File: src/rtl/mux_stream_nto1_if.sv
// Stream bundle around mux_stream_nto1: N producer channels in, one consumer out.
interface mux_stream_nto1_if #(
    parameter int N = 4,
    parameter int W = 8
);
    localparam int SW = $clog2(N);

    logic [N-1:0]   in_valid;
    logic [N*W-1:0] in_data;
    logic [N-1:0]   in_ready;
    logic [SW-1:0]  sel;
    logic           out_valid;
    logic [W-1:0]   out_data;
    logic [SW-1:0]  out_ch;
    logic           out_ready;

    // Environment view: drives producer streams, select and consumer ready
    modport master (
        output in_valid, in_data, sel, out_ready,
        input  in_ready, out_valid, out_data, out_ch
    );

    // Multiplexer view
    modport slave (
        input  in_valid, in_data, sel, out_ready,
        output in_ready, out_valid, out_data, out_ch
    );
endinterface

File: src/rtl/mux_stream_nto1.sv
// N-to-1 streaming multiplexer with valid/ready handshake and a registered
// output stage. MODE=0 grants the channel named by sel; MODE=1 grants
// round-robin with up to BURST consecutive beats per channel.
module mux_stream_nto1 #(
    parameter int N     = 4,
    parameter int W     = 8,
    parameter int MODE  = 0,
    parameter int BURST = 1
) (
    input  logic             clk,
    input  logic             rst_n,
    mux_stream_nto1_if.slave bus
);
    localparam int SW = $clog2(N);
    typedef logic [SW-1:0] ch_t;

    logic         w_load;
    logic         w_gnt_vld;
    ch_t          w_gnt;
    logic [W-1:0] w_gnt_data;
    logic         w_xfer;
    logic [N-1:0] w_in_ready;

    logic         r_out_valid;
    logic [W-1:0] r_out_data;
    ch_t          r_out_ch;
    ch_t          r_rr_ptr;
    logic [7:0]   r_burst_cnt;

    // The output register may accept a new beat when empty or being drained
    assign w_load = !r_out_valid || bus.out_ready;
    assign w_xfer = rst_n && w_load && w_gnt_vld;

    // Grant selection and data mux for the granted channel
    always_comb begin
        w_gnt_vld  = 1'b0;
        w_gnt      = '0;
        w_gnt_data = '0;
        if (MODE == 0) begin
            // sel values >= N match no channel, so they yield no grant
            for (int unsigned c = 0; c < N; c++) begin
                if (bus.sel == ch_t'(c) && bus.in_valid[c]) begin
                    w_gnt_vld = 1'b1;
                    w_gnt     = ch_t'(c);
                end
            end
        end else begin
            // Circular search from rr_ptr done as two ascending passes:
            // channels at/after the pointer first, then those before it.
            for (int unsigned c = 0; c < N; c++) begin
                if (!w_gnt_vld && bus.in_valid[c] && r_rr_ptr <= ch_t'(c)) begin
                    w_gnt_vld = 1'b1;
                    w_gnt     = ch_t'(c);
                end
            end
            for (int unsigned c = 0; c < N; c++) begin
                if (!w_gnt_vld && bus.in_valid[c] && r_rr_ptr > ch_t'(c)) begin
                    w_gnt_vld = 1'b1;
                    w_gnt     = ch_t'(c);
                end
            end
        end
        for (int unsigned c = 0; c < N; c++) begin
            if (w_gnt == ch_t'(c)) begin
                w_gnt_data = bus.in_data[c*W +: W];
            end
        end
    end

    // One-hot ready to the granted channel; silent during reset or stall
    always_comb begin
        w_in_ready = '0;
        for (int unsigned c = 0; c < N; c++) begin
            w_in_ready[c] = w_xfer && (w_gnt == ch_t'(c));
        end
    end

    // Output register: load on input transfer, empty on drain, hold on stall
    always_ff @(posedge clk or negedge rst_n) begin
        if (!rst_n) begin
            r_out_valid <= 1'b0;
            r_out_data  <= '0;
            r_out_ch    <= '0;
        end else if (w_xfer) begin
            r_out_valid <= 1'b1;
            r_out_data  <= w_gnt_data;
            r_out_ch    <= w_gnt;
        end else if (bus.out_ready) begin
            r_out_valid <= 1'b0;
        end
    end

    // Round-robin pointer and burst counter, advanced only on a transfer
    always_ff @(posedge clk or negedge rst_n) begin
        if (!rst_n) begin
            r_rr_ptr    <= '0;
            r_burst_cnt <= '0;
        end else if (MODE != 0 && w_xfer) begin
            if (w_gnt == r_rr_ptr && int'(r_burst_cnt) + 1 < BURST) begin
                r_burst_cnt <= r_burst_cnt + 8'd1;
            end else begin
                r_rr_ptr    <= (int'(w_gnt) == N - 1) ? '0 : w_gnt + ch_t'(1);
                r_burst_cnt <= '0;
            end
        end
    end

    assign bus.in_ready  = w_in_ready;
    assign bus.out_valid = r_out_valid;
    assign bus.out_data  = r_out_data;
    assign bus.out_ch    = r_out_ch;
endmodule

File: src/flat_wrapper.sv
// flat-port wrapper written by rule: the top's interface ports become plain ports
module mux_stream_nto1_flat 
#(
    parameter int N     = 4,
    parameter int W     = 8,
    parameter int MODE  = 0,
    parameter int BURST = 1
)
  (clk, rst_n, bus_in_valid, bus_in_data, bus_sel, bus_out_ready, bus_in_ready, bus_out_valid, bus_out_data, bus_out_ch);
  mux_stream_nto1_if #(.N(N), .W(W)) bus_i ();
  input  logic clk;
  input  logic rst_n;
  input wire logic [$bits(bus_i.in_valid)-1:0] bus_in_valid;
  input wire logic [$bits(bus_i.in_data)-1:0] bus_in_data;
  input wire logic [$bits(bus_i.sel)-1:0] bus_sel;
  input wire logic [$bits(bus_i.out_ready)-1:0] bus_out_ready;
  output wire logic [$bits(bus_i.in_ready)-1:0] bus_in_ready;
  output wire logic [$bits(bus_i.out_valid)-1:0] bus_out_valid;
  output wire logic [$bits(bus_i.out_data)-1:0] bus_out_data;
  output wire logic [$bits(bus_i.out_ch)-1:0] bus_out_ch;
  assign bus_i.in_valid = bus_in_valid;
  assign bus_i.in_data = bus_in_data;
  assign bus_i.sel = bus_sel;
  assign bus_i.out_ready = bus_out_ready;
  assign bus_in_ready = bus_i.in_ready;
  assign bus_out_valid = bus_i.out_valid;
  assign bus_out_data = bus_i.out_data;
  assign bus_out_ch = bus_i.out_ch;
  mux_stream_nto1 #(.N(N), .W(W), .MODE(MODE), .BURST(BURST)) u_core (.clk(clk), .rst_n(rst_n), .bus(bus_i));
endmodule
File: config.mk
export PLATFORM = sky130hd
export DESIGN_NAME = mux_stream_nto1_flat
export DESIGN_NICKNAME = d
export VERILOG_FILES = /design/src/rtl/mux_stream_nto1_if.sv /design/src/rtl/mux_stream_nto1.sv /design/src/flat_wrapper.sv
export SDC_FILE = /design/constraint.sdc
export NUM_CORES = 1
export LEC_CHECK = 0
export CAP_MARGIN = 20
export CORE_AREA = 8 8 45 47
export CTS_CLUSTER_DIAMETER = 150
export DETAILED_ROUTE_END_ITERATION = 7
export DIE_AREA = 0 0 53 55
export DONT_BUFFER_PORTS = 1
export GPL_TIMING_DRIVEN = 1
export MAX_ROUTING_LAYER = met4
export PLACE_DENSITY = 0.72
export RECOVER_POWER = 25
export SYNTH_ARGS = -nofsm -noshare
export SYNTH_HDL_FRONTEND = slang
export SYNTH_SLANG_ARGS = --single-unit
File: constraint.sdc
create_clock -name clk -period 1.3 [get_ports clk]
set_input_delay 0.13 -clock clk [delete_from_list [all_inputs] [get_ports clk]]
set_output_delay 0.13 -clock clk [all_outputs]
set_load 0.005 [all_outputs]
; Word level (Yosys, flattened, before mapping)
; Cells that the tools add are included.
[word_totals]
regBits = 11
latchBits = 0
ram_bits = 0
rom_bits = 0
out_inout_bits = 15
memories = 0
[op_classes]
addsub = 0
multipliers = 0
n_div = 0
magnitude_cmp = 0
eq_ne = 6
shift = 0
mux = 13
bitwise_logic = 0
n_reduce_logical = 15
[op_table]
columns = cell, count
row1 = $mux W8, 4
row2 = $logic_and A1 B1 Y1, 10
row3 = $eq A2 B2 Y1 const B, 4
row4 = $mux W1, 7
row5 = $eq A2 B1 Y1 const B, 2
row6 = $logic_not A2 Y1, 2
row7 = $mux W2, 2
row8 = $reduce_bool A2 Y1, 1
row9 = $logic_not A1 Y1, 1
row10 = $logic_or A1 B1 Y1, 1

; Depth between registers and ports, before layout
[depth]
word_depth = 10
mapped_depth = 6
depth_no_buf = 4

; Worst setup path after synthesis
; OpenSTA, ideal clock, no wires.
[synth_path]
kind = input to register
startpoint = input bus_sel[1]
endpoint = register u_core.r_out_data[7], in the netlist u_core.bus.out_data[7]
setup_ns = 0.125
arrival_time_ns = 1.339
setup_slack_ns = -0.164
path_stages = 5
cell_sequence = buf_6 -> mux4_2 -> and3_4 -> buf_6 -> mux2_4
[synth_via]
elab_chain_len = 10
[synth_rtl]
columns = element, line
row1 = start: declaration, flat_wrapper.sv:15  ; input wire logic [$bits(bus_i.sel)-1:0] bus_sel;
row2 = $eq A2 B1 Y1, mux_stream_nto1.sv:42  ; if (bus.sel == ch_t'(c) && bus.in_valid[c]) begin
row3 = $logic_and A1 B1 Y1, mux_stream_nto1.sv:42
row4 = $mux W1, mux_stream_nto1.sv:42
row5 = $mux W2 (2 in a row), mux_stream_nto1.sv:42
row6 = $logic_not A2 Y1, mux_stream_nto1.sv:64  ; if (w_gnt == ch_t'(c)) begin
row7 = $mux W8 (4 in a row), mux_stream_nto1.sv:64
row8 = end signal: assignment, mux_stream_nto1.sv:86  ; r_out_data <= w_gnt_data;
row9 = end: declaration, mux_stream_nto1.sv:25  ; logic [W-1:0] r_out_data;
; Parallel ways exist; a longest one is shown, timed or not.
; A chain may end at the register's enable or synchronous reset.

; Worst setup path after layout
[layout_path]
startpoint = register u_core.r_out_valid, in the netlist u_core.bus.out_valid
endpoint = output bus_in_ready[0]
[layout_via]
elab_chain_len = 5
[layout_rtl]
columns = element, line
row1 = start: declaration, mux_stream_nto1.sv:24  ; logic r_out_valid;
row2 = start signal: assignment, mux_stream_nto1.sv:81  ; r_out_valid <= 1'b0;
row3 = start signal: assignment, mux_stream_nto1.sv:85  ; r_out_valid <= 1'b1;
row4 = start signal: assignment, mux_stream_nto1.sv:89  ; r_out_valid <= 1'b0;
row5 = $logic_not A1 Y1, mux_stream_nto1.sv:31  ; assign w_load = !r_out_valid || bus.out_ready;
row6 = $logic_or A1 B1 Y1, mux_stream_nto1.sv:31
row7 = $logic_and A1 B1 Y1 (2 in a row), mux_stream_nto1.sv:32  ; assign w_xfer = rst_n && w_load && w_gnt_vld;
row8 = $logic_and A1 B1 Y1, mux_stream_nto1.sv:74  ; w_in_ready[c] = w_xfer && (w_gnt == ch_t'(c));
row9 = end: declaration, flat_wrapper.sv:17  ; output wire logic [$bits(bus_i.in_ready)-1:0] bus_in_ready;
; No other way between the ends.

==> flow_metrics.tcl <==
set metrics [dict create \
    dieArea_sq_um 2920 \
    port_buffers 0 \
    synth_seq_area_share 0.369 \
    min_period_ns 1.31 \
    synth_fp_nets 129 \
    grt_pass1_wl_um 3500 \
    path_clk_slew_ns 0.07 \
    numCtsBuffers 3 \
    power_frac_comb 0.236 \
    core.rowCount 14 \
    netlist_area_sq_um 747 \
    die_h_um 55 \
    drt_iter0_markers 9 \
    drtAntennaViolNets 0 \
    insertion_delay_ns 0.26 \
    crit_end "bus_in_ready[0]" \
    rsz0062_at_grt "yes" \
    coreArea_sq_um 1380 \
    grt_pass1_vias 750 \
    period_share 1.01 \
    antenna_found_initial 0 \
    whs_ns 0.0494 \
    r2r_end "u_core.bus.out_data[7]$_DFFE_PN0P_" \
    gp_congestion 0.812 \
    avgSynthCellArea_sq_um 8.49 \
    fmax_mhz 764 \
    cts_tree "done" \
    swShare 0.307 \
    cts-root-buf "clkbuf_4" \
    cp-start-kind "register" \
    maxSlewHeadroom 0.657 \
    setup_viol 1 \
    finalMaxSlewViolations 0 \
    via_per_inst 6.48 \
    diodes 0 \
    violations "negative setup slack" \
    final_cells 108 \
    firstDrtPassIters 4 \
    dp.cells 101 \
    p_int_uw 645 \
    outcome "finished, violations left" \
    start_util 0.540 \
    h-tree-depth 1 \
    post-dp-hpwl_um 1790 \
    cts_buffer_depth 2 \
    die_w_um 53 \
    crit_required_ns 1.17 \
    seqPwrFrac 0.520 \
    crit_type "reg -> out" \
    syn_to_final_growth_pct 13.7 \
    yosysUniqueCellTypes 23 \
    gr-total-overflow 0 \
    final_cell_mix "17 x o21ai_0, 16 x nand2_1, 11 x dfrtp_1, 7 x a221oi_1, 4 x o21ai_1" \
    grt_max_degree 16 \
    power_density_nw_per_um2 1100 \
    r2r_start "u_core.bus.out_valid$_DFFE_PN0P_" \
    clock_sinks 11 \
    ys_warn_count 0 \
    syn_inst 88 \
    p_clk_frac 0.245 \
    postRouteWirelength_um 2270 \
    leakage_uw 0.000340 \
    ys_ff_latch 11 \
    setup_ws_ns -0.00834 \
    grt_usage 0.164 \
    rrSetupSlack_ns 0.09 \
    fin_skew_ns 0.000314 \
    arrival_ns 1.18 \
    vdd_drop_max_mv 0.434 \
    ios 56 \
    p_switching_uw 286 \
    yosysTopAreaCell "dfrtp_1" \
    tightest_slew_ns 0.500 \
    fillers 123 \
    synthTopCellsByArea "dfrtp_1 37%, o21ai_0 11%, nand2_1 8.5%" \
    ff2ff_path_depth 3 \
    drive_gt1_frac 0.174 \
    route.detailed.drc 0 \
    crit_path_max_fanout 3 \
    final_common_cell "o21ai_0" \
    yosys.area.top_type_share 0.369 \
    hold_violations 0 \
    end_kind "output pin" \
    drt-wirelength-per-cell_um 21.0 \
    drv_cap 0 \
    startpoint "u_core.bus.out_valid$_DFFE_PN0P_" \
    nets 134 \
    via_count 700 \
    min_path_type "in -> reg" \
]
per-layer routing:
layer,vias to the layer above,GRT usage,wire [um]
met1,319,0.201,912
met4,0,0.103,46
met3,4,0.0561,273
li1,335,-,-
met2,42,0.225,1040
met5,-,-,0
synthesized netlist by cell type:
cell type  count
dfrtp_1       11
nand2b_1       2
a32oi_1        1
and2_1         2
nor2_1         4
o211ai_1       1
a21oi_1        1
nor3b_1        1
a31oi_1        2
mux2i_1        3
nand3_1        2
clkbuf_1       3
mux2_2         1
buf_6          2
a221oi_1       7
nand2_1       17
o21ai_1        4
and3_4         1
o21ai_0       17
nor2b_1        3
mux4_2         1
nand3b_1       1
mux2_4         1
final cells by class:
| cell class | count | area (sq um) | area share |
|---|---|---|---|
| Clock buffer | 4 | 26.3 | 0.0309 |
| Multi-Input combinational cell | 72 | 482 | 0.567 |
| Sequential cell | 11 | 275 | 0.324 |
| Tap cell | 16 | 20.0 | 0.0236 |
| Timing Repair Buffer | 5 | 46.3 | 0.0545 |
flip-flops by register name, summed over array words and instances (netlist names):
register,count
u_core.bus.out_ch,2
u_core.bus.out_data,8
u_core.bus.out_valid,1
worst min path at each step:
stage / from / endpoint / slack [ns] / cells past startpoint
3_3_place_gp: rst_n / u_core.bus.out_valid$_DFFE_PN0P_ / -0.17 / 0
5_1_grt: rst_n / u_core.bus.out_ch[1]$_DFFE_PN0P_ / 0.05 / 2
3_5_place_dp: rst_n / u_core.bus.out_ch[0]$_DFFE_PN0P_ / -0.17 / 0
4_1_cts: rst_n / u_core.bus.out_ch[1]$_DFFE_PN0P_ / 0.04 / 2
2_1_floorplan: rst_n / u_core.bus.out_ch[0]$_DFFE_PN0P_ / -0.17 / 0
6_report: rst_n / u_core.bus.out_ch[1]$_DFFE_PN0P_ / 0.05 / 2
worst max-delay path, cell delays in order, from the launching register on:
cell and delay, ns:
dfrtp_1 0.42, nand2b_4 0.12, buf_6 0.11, nand2_4 0.05, nor3b_4 0.21
stage by stage:
stage	power, uW	setup TNS (ns)	cell area (sq um)	setup WS (ns)	utilization
finish	932	-0.00834	850	-0.00834	0.614
global route	1010	-0.0619	850	-0.0619	0.614
CTS	943	-0.00386	841	-0.00386	0.608
detailed placement	679	-0.0294	748	-0.0240	0.541
global placement	671	0	748	0.0321	0.541
floorplan	638	-0.124	751	-0.124	-
logic make-up (layout without fill, tap and decap cells):
family	Yosys count	in the layout	share of synthesized area
AOI/OAI and AO/OA	33	33	0.268
buffers and inverters	5	9	0.0452
DFF	11	11	0.369
muxes	6	6	0.106
and+or+nand+nor	33	33	0.213
power by group through the flow:
stage	sequential [uW]	combinational (uW)	clock (uW)
3_3_place_gp	491	179	0
6_report	484	220	228
5_1_grt	498	256	251
2_1_floorplan	469	169	0
4_1_cts	489	216	239
3_5_place_dp	494	185	0
what timing repair did:
action / 4_1_cts / 5_1_grt
gates resized for setup: 8 / 2
buffers inserted: 1 / 0
hold buffers: 2 / 0
endpoints found under the setup margin: 3 / 2
endpoints found under the hold margin: 13 / 0
pin swaps: 2 / 1
gates cloned: 0 / 0
No activity file was read; power rests on OpenSTA's default activity.
